$ cat src/rtl/sim_run_ctrl.sv
// Simulation run controller: synchronises the bench reset, releases staggered
// core resets, then counts run cycles until a halt request or cycle limit.
module sim_run_ctrl #(
    parameter int N_OUT       = 2,
    parameter int HOLD_CYCLES = 25,
    parameter int STAGGER     = 4,
    parameter int MAX_CYCLES  = 0,
    parameter int CNT_W       = 32
) (
    input  logic             clk,
    input  logic             rst_n,
    input  logic             halt_in,
    input  logic             pause_in,
    input  logic             restart_in,
    output logic [N_OUT-1:0] core_rst_n,
    output logic             rdy,
    output logic [CNT_W-1:0] cycle_cnt,
    output logic             done,
    output logic             timeout,
    output logic [1:0]       state
);

    localparam int REL_LAST = STAGGER * (N_OUT - 1);
    localparam int HW = (HOLD_CYCLES > 1) ? $clog2(HOLD_CYCLES) : 1;
    localparam int SW = (REL_LAST > 0) ? $clog2(REL_LAST + 1) : 1;
    localparam logic [HW-1:0]    HOLD_END = HW'(HOLD_CYCLES - 1);
    localparam logic [SW-1:0]    REL_END  = SW'(REL_LAST);
    localparam logic [CNT_W-1:0] LIMIT_M1 = CNT_W'(MAX_CYCLES - 1);
    localparam bit               LIM_EN   = (MAX_CYCLES != 0);

    typedef enum logic [1:0] {
        ST_HOLD    = 2'd0,
        ST_RELEASE = 2'd1,
        ST_RUN     = 2'd2,
        ST_DONE    = 2'd3
    } state_t;

    state_t             state_q, state_d;
    logic [1:0]         sync_q;
    logic               sync_n;
    logic [HW-1:0]      hold_q, hold_d;
    logic [SW-1:0]      stg_q, stg_d;
    logic [N_OUT-1:0]   core_q, core_d;
    logic               rdy_q, rdy_d;
    logic [CNT_W-1:0]   cnt_q, cnt_d;
    logic               done_q, done_d;
    logic               to_q, to_d;

    // Cycle counter sticks at all-ones rather than wrapping.
    function automatic logic [CNT_W-1:0] sat_inc(input logic [CNT_W-1:0] v);
        return (&v) ? v : v + 1'b1;
    endfunction

    always_ff @(posedge clk or negedge rst_n) begin
        if (!rst_n) begin
            sync_q <= 2'b00;
        end else begin
            sync_q <= {sync_q[0], 1'b1};
        end
    end

    assign sync_n = sync_q[1];

    always_ff @(posedge clk or negedge rst_n) begin
        if (!rst_n) begin
            state_q <= ST_HOLD;
            hold_q  <= '0;
            stg_q   <= '0;
            core_q  <= '0;
            rdy_q   <= 1'b0;
            cnt_q   <= '0;
            done_q  <= 1'b0;
            to_q    <= 1'b0;
        end else begin
            state_q <= state_d;
            hold_q  <= hold_d;
            stg_q   <= stg_d;
            core_q  <= core_d;
            rdy_q   <= rdy_d;
            cnt_q   <= cnt_d;
            done_q  <= done_d;
            to_q    <= to_d;
        end
    end

    always_comb begin
        state_d = state_q;
        hold_d  = hold_q;
        stg_d   = stg_q;
        core_d  = core_q;
        rdy_d   = rdy_q;
        cnt_d   = cnt_q;
        done_d  = done_q;
        to_d    = to_q;

        if (restart_in) begin
            // Sync chain is left alone, so HOLD counting resumes immediately.
            state_d = ST_HOLD;
            hold_d  = '0;
            stg_d   = '0;
            core_d  = '0;
            rdy_d   = 1'b0;
            cnt_d   = '0;
            done_d  = 1'b0;
            to_d    = 1'b0;
        end else begin
            case (state_q)
                ST_HOLD: begin
                    if (sync_n) begin
                        if (hold_q == HOLD_END) begin
                            state_d   = ST_RELEASE;
                            core_d[0] = 1'b1;
                            stg_d     = '0;
                        end else begin
                            hold_d = hold_q + 1'b1;
                        end
                    end
                end
                ST_RELEASE: begin
                    stg_d = stg_q + 1'b1;
                    for (int i = 1; i < N_OUT; i++) begin
                        if (stg_q == SW'(STAGGER * i - 1)) begin
                            core_d[i] = 1'b1;
                        end
                    end
                    if (stg_q == REL_END) begin
                        state_d = ST_RUN;
                        rdy_d   = 1'b1;
                    end
                end
                ST_RUN: begin
                    // Halt outranks both pause and the cycle limit.
                    if (halt_in) begin
                        state_d = ST_DONE;
                        done_d  = 1'b1;
                        rdy_d   = 1'b0;
                    end else if (!pause_in) begin
                        cnt_d = sat_inc(cnt_q);
                        if (LIM_EN && !(&cnt_q) && (cnt_q == LIMIT_M1)) begin
                            state_d = ST_DONE;
                            done_d  = 1'b1;
                            to_d    = 1'b1;
                            rdy_d   = 1'b0;
                        end
                    end
                end
                default: begin
                    rdy_d = 1'b0;
                end
            endcase
        end
    end

    assign core_rst_n = core_q;
    assign rdy        = rdy_q;
    assign cycle_cnt  = cnt_q;
    assign done       = done_q;
    assign timeout    = to_q;
    assign state      = state_q;

endmodule

$ cat config.mk
export PLATFORM = sky130hd
export DESIGN_NAME = sim_run_ctrl
export DESIGN_NICKNAME = d
export VERILOG_FILES = /design/src/rtl/sim_run_ctrl.sv
export SDC_FILE = /design/constraint.sdc
export NUM_CORES = 1
export LEC_CHECK = 0
export ABC_CLOCK_PERIOD_IN_PS = 3180
export CAP_MARGIN = 10
export CORE_ASPECT_RATIO = 1.5
export CORE_MARGIN = 2
export CORE_UTILIZATION = 53
export CTS_CLUSTER_SIZE = 12
export DETAILED_ROUTE_END_ITERATION = 8
export PLACE_DENSITY = 0.79
export SYNTH_ARGS = -nofsm -noshare
export SYNTH_HDL_FRONTEND = slang
export SYNTH_SLANG_ARGS = --single-unit
$ cat constraint.sdc
create_clock -name clk -period 3.18 [get_ports clk]
set_clock_uncertainty 0.05 [all_clocks]
set_input_delay 0.477 -clock clk [delete_from_list [all_inputs] [get_ports clk]]
set_output_delay 0.477 -clock clk [all_outputs]
set_load 0.02 [all_outputs]
==> impl_metrics.py, run 1 <==
metrics = {
    "status": {
        "status": "finished, final reports clean",
    },
    "route": {
        "num_vias": 2343,
        "drtPass1Iterations": 5,
        "wl_met3_microns": 165,
        "routed.top_layer": "met4",
        "drt_iter0_drc": 177,
        "wl_per_cell_microns": 14.8,
        "met1_length_mm": 2.49,
        "wl_met2_mm": 3.17,
        "route.detailed.drc": 0,
        "avgViaCountPerCell": 5.87,
        "ant_nets": 0,
        "routed_wl_mm": 5.92,
    },
    "synth": {
        "synth_cells": 291,
        "synthFlopType": "dfrtp_1",
        "synth_cell_types": 47,
        "avgSynthCellArea_sq_um": 9.14,
        "syn_nets": 306,
        "synth_seq_cells": 48,
        "ys_seq_area_frac": 0.452,
        "ys_warn_count": 0,
        "async_flop_share": 1.00,
        "synth_area_sq_um": 2660,
        "synth_edf_count": 0,
    },
    "critical_path": {
        "r2r_start": "state[0]",
        "critical_path_buf_inv_count": 1,
        "required_ns": 3.37,
        "critPathLaunchType": "register",
        "cp_max_fo": 14,
        "crit_chain": "inv_1 > ha_1 > or3b_4 > nor2_1 > o31ai_2 > or4_2 > a21oi_1",
        "arrival_ns": 2.77,
        "slowest_delay_ns": 0.65,
        "cp-end-kind": "register",
        "startpoint": "state[0]",
        "critPathKind": "reg -> reg",
        "cp_top_family": "simple AND/OR/NAND/NOR gates",
        "slowest_stage": "or4_2",
    },
    "grt": {
        "grt_pass1_wl_mm": 9.83,
        "grt_usage": 0.227,
        "overflow": 0,
        "grt_pass1_vias": 2160,
        "grt_max_degree": 49,
        "antenna_found_initial": 0,
    },
    "layout": {
        "multiInputGateArea_sq_um": 1360,
        "fillers": 416,
        "fin_area_sq_um": 3220,
        "diodes": 0,
        "final_cells": 399,
        "finalNetCount": 347,
        "area_growth_pct": 21.0,
        "ff_latch_area_sq_um": 1200,
        "drive_gt1_frac": 0.0871,
    },
    "timing": {
        "setup_viol": 0,
        "tns_ns": 0,
        "rsz0062_at_grt": "false",
        "finalHoldViolCount": 0,
        "fmax_mhz": 386,
        "holdWs_ns": 0.298,
        "slew_violations": 0,
        "min_period_over_period": 0.814,
        "worst-slew-pin-transition_ns": 1.08,
        "max_slew_margin": 0.279,
        "min_period_ns": 2.59,
    },
    "power": {
        "ir_drop_mv": 0.295,
        "p_total_w": 0.00105,
        "power.density_nw_per_um2": 325,
        "power_frac_comb": 0.036,
        "switching_power_w": 0.000247,
        "p_sw_frac": 0.236,
        "p_leak_nw": 1.23,
        "clockPowerShare": 0.374,
        "seqPwrFrac": 0.590,
        "p_int_w": 0.000800,
    },
    "clock_network": {
        "clk_latency_ns": 0.31,
        "h-tree-depth": 2,
        "clock_path_buffers": 2,
        "cts_hold_buffers": 0,
        "cts_tree": "done",
        "cts_sinks": 48,
        "cts_setup_buffers": 0,
        "cts_resized": 0,
        "clk_pin_slew_worst_paths_ns": 0.09,
        "cts_buffers": 5,
        "cts-root-buf": "clkbuf_8",
    },
    "placed_design": {
        "placed_area_sq_um": 3120,
        "place_inst": 391,
        "io_buffers": 42,
        "hpwl_mm": 4.14,
        "gp_congestion": 0.785,
    },
    "die": {
        "die_w_microns": 61.8,
        "pin_count": 44,
        "start_util": 0.549,
        "fp.coreArea_sq_um": 4850,
        "dieArea_sq_um": 5610,
        "rows": 31,
        "fp.dieH_microns": 90.8,
    },
    "run": {
        "drv_cap": 0,
    },
    "min_path": {
        "worstHoldPathType": "in -> async",
    },
}
-- synth_stat cells (all sizes together) (8+ instances only) --
cell type | count | area [sq um]
o31ai | 10 | 93.8
a21oi | 34 | 170
and3 | 8 | 51.3
nor2 | 24 | 90.1
dfrtp | 48 | 1200
nand3 | 21 | 105
ha | 10 | 125
inv | 13 | 48.8
nand2 | 24 | 92.6
o21ai | 23 | 115
or4 | 9 | 75.1
or3 | 19 | 124
-- flip-flops by register name (all words and copies together), names as in the netlist --
signal,count
stg_q,3
state,2
sync_q,2
core_rst_n,2
done,1
hold_q,5
cycle_cnt,32
rdy,1
-- final timing paths --
check                      depth (start not counted)            end  slack, ns
max                                                7  cycle_cnt[14]       0.59
min                                                1  core_rst_n[0]       0.30
max reg2reg                                        7  cycle_cnt[14]       0.59
min reg2reg                                        0      sync_q[1]       0.32
max in group asynchronous                          1  cycle_cnt[30]       2.10
min in group clk                                   0      sync_q[1]       0.32
-- cell families (layout without fill, tap and decap cells) --
family          Yosys count  after routing  share of synthesized area
compound gates           76             76                      0.171
xor+xnor                  8              8                     0.0263
fa+ha+maj                10             10                     0.0470
buf+inv                  23             65                     0.0381
flops                    48             48                      0.452
mux                       2              2                    0.00753
other cells               2              2                    0.00282
simple gates            122            122                      0.256
-- routing by layer --
layer / vias up / global-route usage
met4: 0 / 0.0656
met3: 9 / 0.0358
met1: 1161 / 0.274
met5: - / 0
met2: 44 / 0.396
li1: 1129 / -
-- power groups by stage --
stage / Clock (W) / Combinational, W / Sequential (W)
2_1_floorplan: 0 / 0.0000189 / 0.000629
3_3_place_gp: 0 / 0.0000386 / 0.000629
3_5_place_dp: 0 / 0.0000393 / 0.000630
4_1_cts: 0.000408 / 0.0000395 / 0.000617
5_1_grt: 0.000427 / 0.0000446 / 0.000618
6_report: 0.000391 / 0.0000378 / 0.000617
-- cells in the final DEF, fill, tap and decap left out, types with 2 or more instances in the layout --
master            n
or3_1            15
o21ai_0          23
xor2_1            5
nand4_1           5
or4_2             3
or3_2             4
nand3_1          21
inv_1            13
dfrtp_1          48
nor2_1           24
clkinvlp_4        2
o31ai_1           8
and2_1            2
buf_4             2
xnor2_1           3
a21oi_1          34
clkdlybuf4s50_1  41
and3_1            7
or4_1             5
nand2_1          23
ha_1             10
clkbuf_8          6
conb_1            2
a31oi_1           2
mux2i_1           2
-- through the flow --
stage | worst slack [ns] | utilization
global placement | 0.498 | 0.644
detailed placement | 0.400 | 0.644
finish | 0.592 | 0.664
floorplan | 0.777 | -
global route | 0.443 | 0.664
CTS | 0.595 | 0.664
-- final cells by class --
cell class / instances / share of cell area
Sequential cell: 48 / 0.373
Clock buffer: 6 / 0.0257
Multi-Input combinational cell: 220 / 0.422
Tap cell: 66 / 0.0257
Timing Repair Buffer: 44 / 0.134
Inverter: 13 / 0.0152
Clock inverter: 2 / 0.00467
(Power assumes the default switching activity.)
==> run 2, diff against run 1 <==
- ABC_CLOCK_PERIOD_IN_PS: 3180 -> 2430
- clock period: 3.18 -> 2.43 ns (I/O delays scaled with it)
==> run 2 against run 1 <==
Combinational power is 41% higher. Hold slack worse by 0.20 ns. Setup slack worse by 0.54 ns. Critical endpoint is now cycle_cnt[23].
==> impl_metrics.py, run 2 (synthesis results as in run 1) <==
metrics = {
    "status": {
        "status": "finished, final reports clean",
    },
    "timing": {
        "rsz0062_at_grt": "true",
        "setup_slack_ns": 0.0559,
        "min_period_ns": 2.37,
        "setup_viol": 0,
        "fmax_mhz": 421,
        "worst-slew-pin-transition_ns": 0.630,
        "max_slew_margin": 0.580,
        "slew_violations": 0,
        "min_period_over_period": 0.977,
        "finalHoldViolCount": 0,
    },
    "route": {
        "wl_met2_mm": 3.61,
        "ant_nets": 0,
        "drtPass1Iterations": 4,
        "drt_iter0_drc": 161,
        "wl_met3_microns": 185,
        "wl_per_cell_microns": 15.5,
        "avgViaCountPerCell": 5.86,
        "routed.top_layer": "met4",
        "met1_length_mm": 2.57,
        "routed_wl_mm": 6.56,
        "num_vias": 2478,
        "route.detailed.drc": 0,
    },
    "critical_path": {
        "required_ns": 2.61,
        "critPathLaunchType": "register",
        "critPathKind": "reg -> reg",
        "r2r_cells": 8,
        "r2r_start": "state[0]",
        "rrSetupSlack_ns": 0.06,
        "cp_max_fo": 3,
        "regToRegEndpoint": "cycle_cnt[23]",
        "arrival_ns": 2.56,
        "cp-end-kind": "register",
    },
    "power": {
        "p_leak_nw": 1.38,
        "power.density_nw_per_um2": 421,
        "ir_drop_mv": 0.438,
    },
    "placed_design": {
        "gp_congestion": 0.800,
        "hpwl_mm": 4.46,
        "place_inst": 410,
        "io_buffers": 42,
        "dp_slack_ns": -0.187,
    },
    "min_path": {
        "worstHoldPathType": "in -> async",
    },
    "grt": {
        "grt_pass1_wl_mm": 10.9,
        "grt_pass1_vias": 2444,
        "grt_max_degree": 49,
        "antenna_found_initial": 0,
        "grt_usage": 0.255,
        "overflow": 0,
    },
    "die": {
        "start_util": 0.549,
        "fp.coreArea_sq_um": 4850,
        "dieArea_sq_um": 5610,
        "fp.dieH_microns": 90.8,
        "rows": 31,
        "die_w_microns": 61.8,
        "pin_count": 44,
    },
    "run": {
        "drv_cap": 0,
    },
    "layout": {
        "drive_gt1_frac": 0.174,
        "final_cells": 423,
        "mostFrequentLayoutCell": "dfrtp_1",
        "layout_common_cells": "48 x dfrtp_1, 41 x clkdlybuf4s50_1, 31 x a21oi_1",
        "largest_register_ffs": 32,
        "area_growth_pct": 31.7,
        "finalNetCount": 371,
        "diodes": 0,
    },
    "clock_network": {
        "clk_pin_slew_worst_paths_ns": 0.09,
        "cts_sinks": 48,
        "clock_path_buffers": 2,
        "cts_buffers": 5,
        "clk_latency_ns": 0.31,
        "h-tree-depth": 2,
        "cts_tree": "done",
        "cts-root-buf": "clkbuf_8",
    },
}
run 2: how the worst max path moves through the flow:
stage                  start            end  slack (ns)
floorplan           state[0]  cycle_cnt[29]        0.03
global placement     halt_in  cycle_cnt[23]       -0.13
detailed placement   halt_in  cycle_cnt[23]       -0.19
CTS                 state[0]  cycle_cnt[20]        0.03
global route        state[0]  cycle_cnt[19]       -0.06
finish              state[0]  cycle_cnt[23]        0.06
run 2: report_power, final:
group          leakage (nW)  total [W]  internal, W  switching (W)
logic                 0.650  0.0000532    0.0000142      0.0000389
registers             0.665   0.000808     0.000803     0.00000494
clock network        0.0614   0.000613     0.000337       0.000277
run 2: stage by stage:
stage / instance area, sq um / hold WS, ns / util / setup TNS (ns) / power [W]
4_1_cts: 3440 / 0.122 / 0.709 / 0 / 0.00149
6_report: 3500 / 0.0956 / 0.722 / 0 / 0.00147
2_1_floorplan: 2660 / 0.0189 / - / 0 / 0.000848
3_5_place_dp: 3260 / 0.288 / 0.673 / -1.71 / 0.000877
5_1_grt: 3500 / 0.143 / 0.722 / -0.278 / 0.00154
3_3_place_gp: 3260 / 0.285 / 0.673 / -0.743 / 0.000875
run 2: area by class of cell:
cell class / instances / area, sq um
multi-input cells: 220 / 1420
fillers: 373 / 1350
flip-flops and latches: 48 / 1200
repair buffers: 68 / 631
clock buffers: 6 / 82.6
well taps: 66 / 82.6
inverters: 13 / 48.8
clock inverters: 2 / 38.8
run 2: timing repair:
action	in CTS	in global routing
pin swaps	4	10
setup buffers	4	2
hold buffers	0	0
gates resized for setup	3	11
endpoints found under the setup margin	4	12
run 2: per-layer routing:
metal	up-vias	track usage
met5	-	0
met2	62	0.447
met3	18	0.0444
li1	1185	-
met1	1213	0.287
met4	0	0.105
run 2: worst max-delay path: stages (launching register included):
cell and delay [ns]:
dfrtp_1 0.40, inv_2 0.08, ha_4 0.14, or3b_4 0.42, nor4_4 0.35, buf_4 0.19
nand2_1 0.06, or4_1 0.46, a21oi_1 0.15
==> run 3, diff against run 2 <==
- CORE_MARGIN: 2 -> 4
==> run 3 against run 2 <==
Critical path depth fell by 1. Flip-flop and latch count did not move. Final area fell by 1.5%. Sequential share of layout area rose by 0.54 points. Sequential power barely moved. Clock-buffer cell count did not move. Largest cell class unchanged. Largest power group unchanged.
==> impl_metrics.py, run 3 (synthesis results as in run 1) <==
metrics = {
    "status": {
        "status": "finished, final reports clean",
    },
    "clock_network": {
        "cts_sinks": 48,
        "cts_hold_buffers": 0,
        "clk_latency_ns": 0.30,
        "clk_pin_slew_worst_paths_ns": 0.08,
        "cts-root-buf": "clkbuf_8",
        "cts_tree": "done",
        "clock_path_buffers": 2,
        "cts_buffers": 5,
        "h-tree-depth": 2,
    },
    "grt": {
        "grt_usage": 0.215,
        "grt_pass1_vias": 2416,
        "overflow": 0,
        "antenna_found_initial": 0,
        "grt_pass1_wl_mm": 10.6,
        "grt_max_degree": 49,
    },
    "route": {
        "wl_per_cell_microns": 14.8,
        "num_vias": 2429,
        "drtPass1Iterations": 4,
        "drt_iter0_drc": 91,
        "routed_wl_mm": 6.26,
        "avgViaCountPerCell": 5.76,
        "route.detailed.drc": 0,
        "ant_nets": 0,
    },
    "critical_path": {
        "arrival_ns": 2.55,
        "critical_path_buf_inv_count": 1,
        "cp-end-kind": "register",
        "cp_top_family": "simple AND/OR/NAND/NOR gates",
        "cp_max_fo": 5,
        "slowest_delay_ns": 0.54,
        "slowest_stage": "or4_4",
        "r2r_start": "state[0]",
        "critPathLaunchType": "register",
        "critPathKind": "reg -> reg",
        "crit_chain": "inv_2 > ha_4 > or3b_4 > nor4_4 > nand4_1 > or4_4 > a21oi_2",
        "required_ns": 2.61,
        "startpoint": "state[0]",
    },
    "die": {
        "fp.dieH_microns": 94.8,
        "pin_count": 44,
        "start_util": 0.549,
        "fp.coreArea_sq_um": 4850,
        "die_w_microns": 65.8,
        "rows": 31,
        "dieArea_sq_um": 6240,
    },
    "timing": {
        "slew_violations": 0,
        "min_period_over_period": 0.978,
        "worst-slew-pin-transition_ns": 0.597,
        "rsz0062_at_grt": "true",
        "finalHoldViolCount": 0,
        "fmax_mhz": 421,
        "max_slew_margin": 0.602,
        "min_period_ns": 2.38,
        "setup_viol": 0,
    },
    "power": {
        "power_frac_comb": 0.036,
        "ir_drop_mv": 0.296,
        "seqPwrFrac": 0.566,
        "p_leak_nw": 1.36,
        "clockPowerShare": 0.398,
        "p_total_w": 0.00143,
        "switching_power_w": 0.000303,
        "p_sw_frac": 0.213,
        "power.density_nw_per_um2": 413,
        "p_int_w": 0.00112,
    },
    "layout": {
        "layout_common_cells": "48 x dfrtp_1, 41 x clkdlybuf4s50_1, 32 x a21oi_1",
        "area_growth_pct": 29.6,
        "final_cells": 422,
        "diodes": 0,
        "drive_gt1_frac": 0.163,
        "largest_register_ffs": 32,
        "finalNetCount": 370,
        "mostFrequentLayoutCell": "dfrtp_1",
    },
    "placed_design": {
        "io_buffers": 42,
        "place_inst": 412,
        "gp_congestion": 0.768,
        "hpwl_mm": 4.43,
    },
    "min_path": {
        "worstHoldPathType": "in -> async",
    },
    "run": {
        "drv_cap": 0,
    },
}
-- run 3: worst paths after layout --
path | slack, ns | cells past startpoint | end
max in group asynchronous | 1.83 | 2 | cycle_cnt[20]
setup reg to reg | 0.05 | 7 | cycle_cnt[26]
min in group clk | 0.31 | 0 | sync_q[1]
setup / recovery | 0.05 | 7 | cycle_cnt[26]
hold reg to reg | 0.31 | 0 | sync_q[1]
hold / removal | 0.10 | 2 | core_rst_n[0]
-- run 3: area by class of cell --
cell class	count	area, sq um
fillers	386	1400
clock buffers	6	72.6
well taps	66	82.6
repair buffers	67	619
multi-input cells	220	1390
clock inverters	2	35.0
inverters	13	48.8
flip-flops and latches	48	1200
-- run 3: what timing repair did --
item | 4_1_cts | 5_1_grt
gates resized for setup | 0 | 9
pin swaps | 1 | 6
endpoints found under the setup margin | 3 | 18
buffers inserted | 1 | 1
-- run 3: stage by stage --
stage | util | hold slack [ns] | setup TNS, ns | area [sq um] | worst slack [ns]
after global placement | 0.679 | 0.284 | -0.833 | 3290 | -0.124
after floorplan | - | 0.0189 | 0 | 2660 | 0.0267
after detailed placement | 0.679 | 0.291 | -1.88 | 3290 | -0.181
final | 0.711 | 0.104 | 0 | 3450 | 0.0523
after CTS | 0.702 | 0.127 | -0.00127 | 3410 | -0.00127
after global routing | 0.711 | 0.157 | -0.108 | 3450 | -0.0660
-- run 3: power by group through the flow --
stage               sequential, W  clock (W)  combinational, W
CTS                      0.000808   0.000581         0.0000529
finish                   0.000808   0.000567         0.0000511
floorplan                0.000823          0         0.0000247
global route             0.000808   0.000612         0.0000594
detailed placement       0.000824          0         0.0000524
global placement         0.000823          0         0.0000518
-- run 3: layer usage --
| layer | GRT usage | part of all wire |
|---|---|---|
| met1 | 0.239 | 0.40 |
| met4 | 0.0779 | 0.014 |
| met2 | 0.401 | 0.55 |
| met3 | 0.0345 | 0.035 |
| met5 | 0 | 0 |
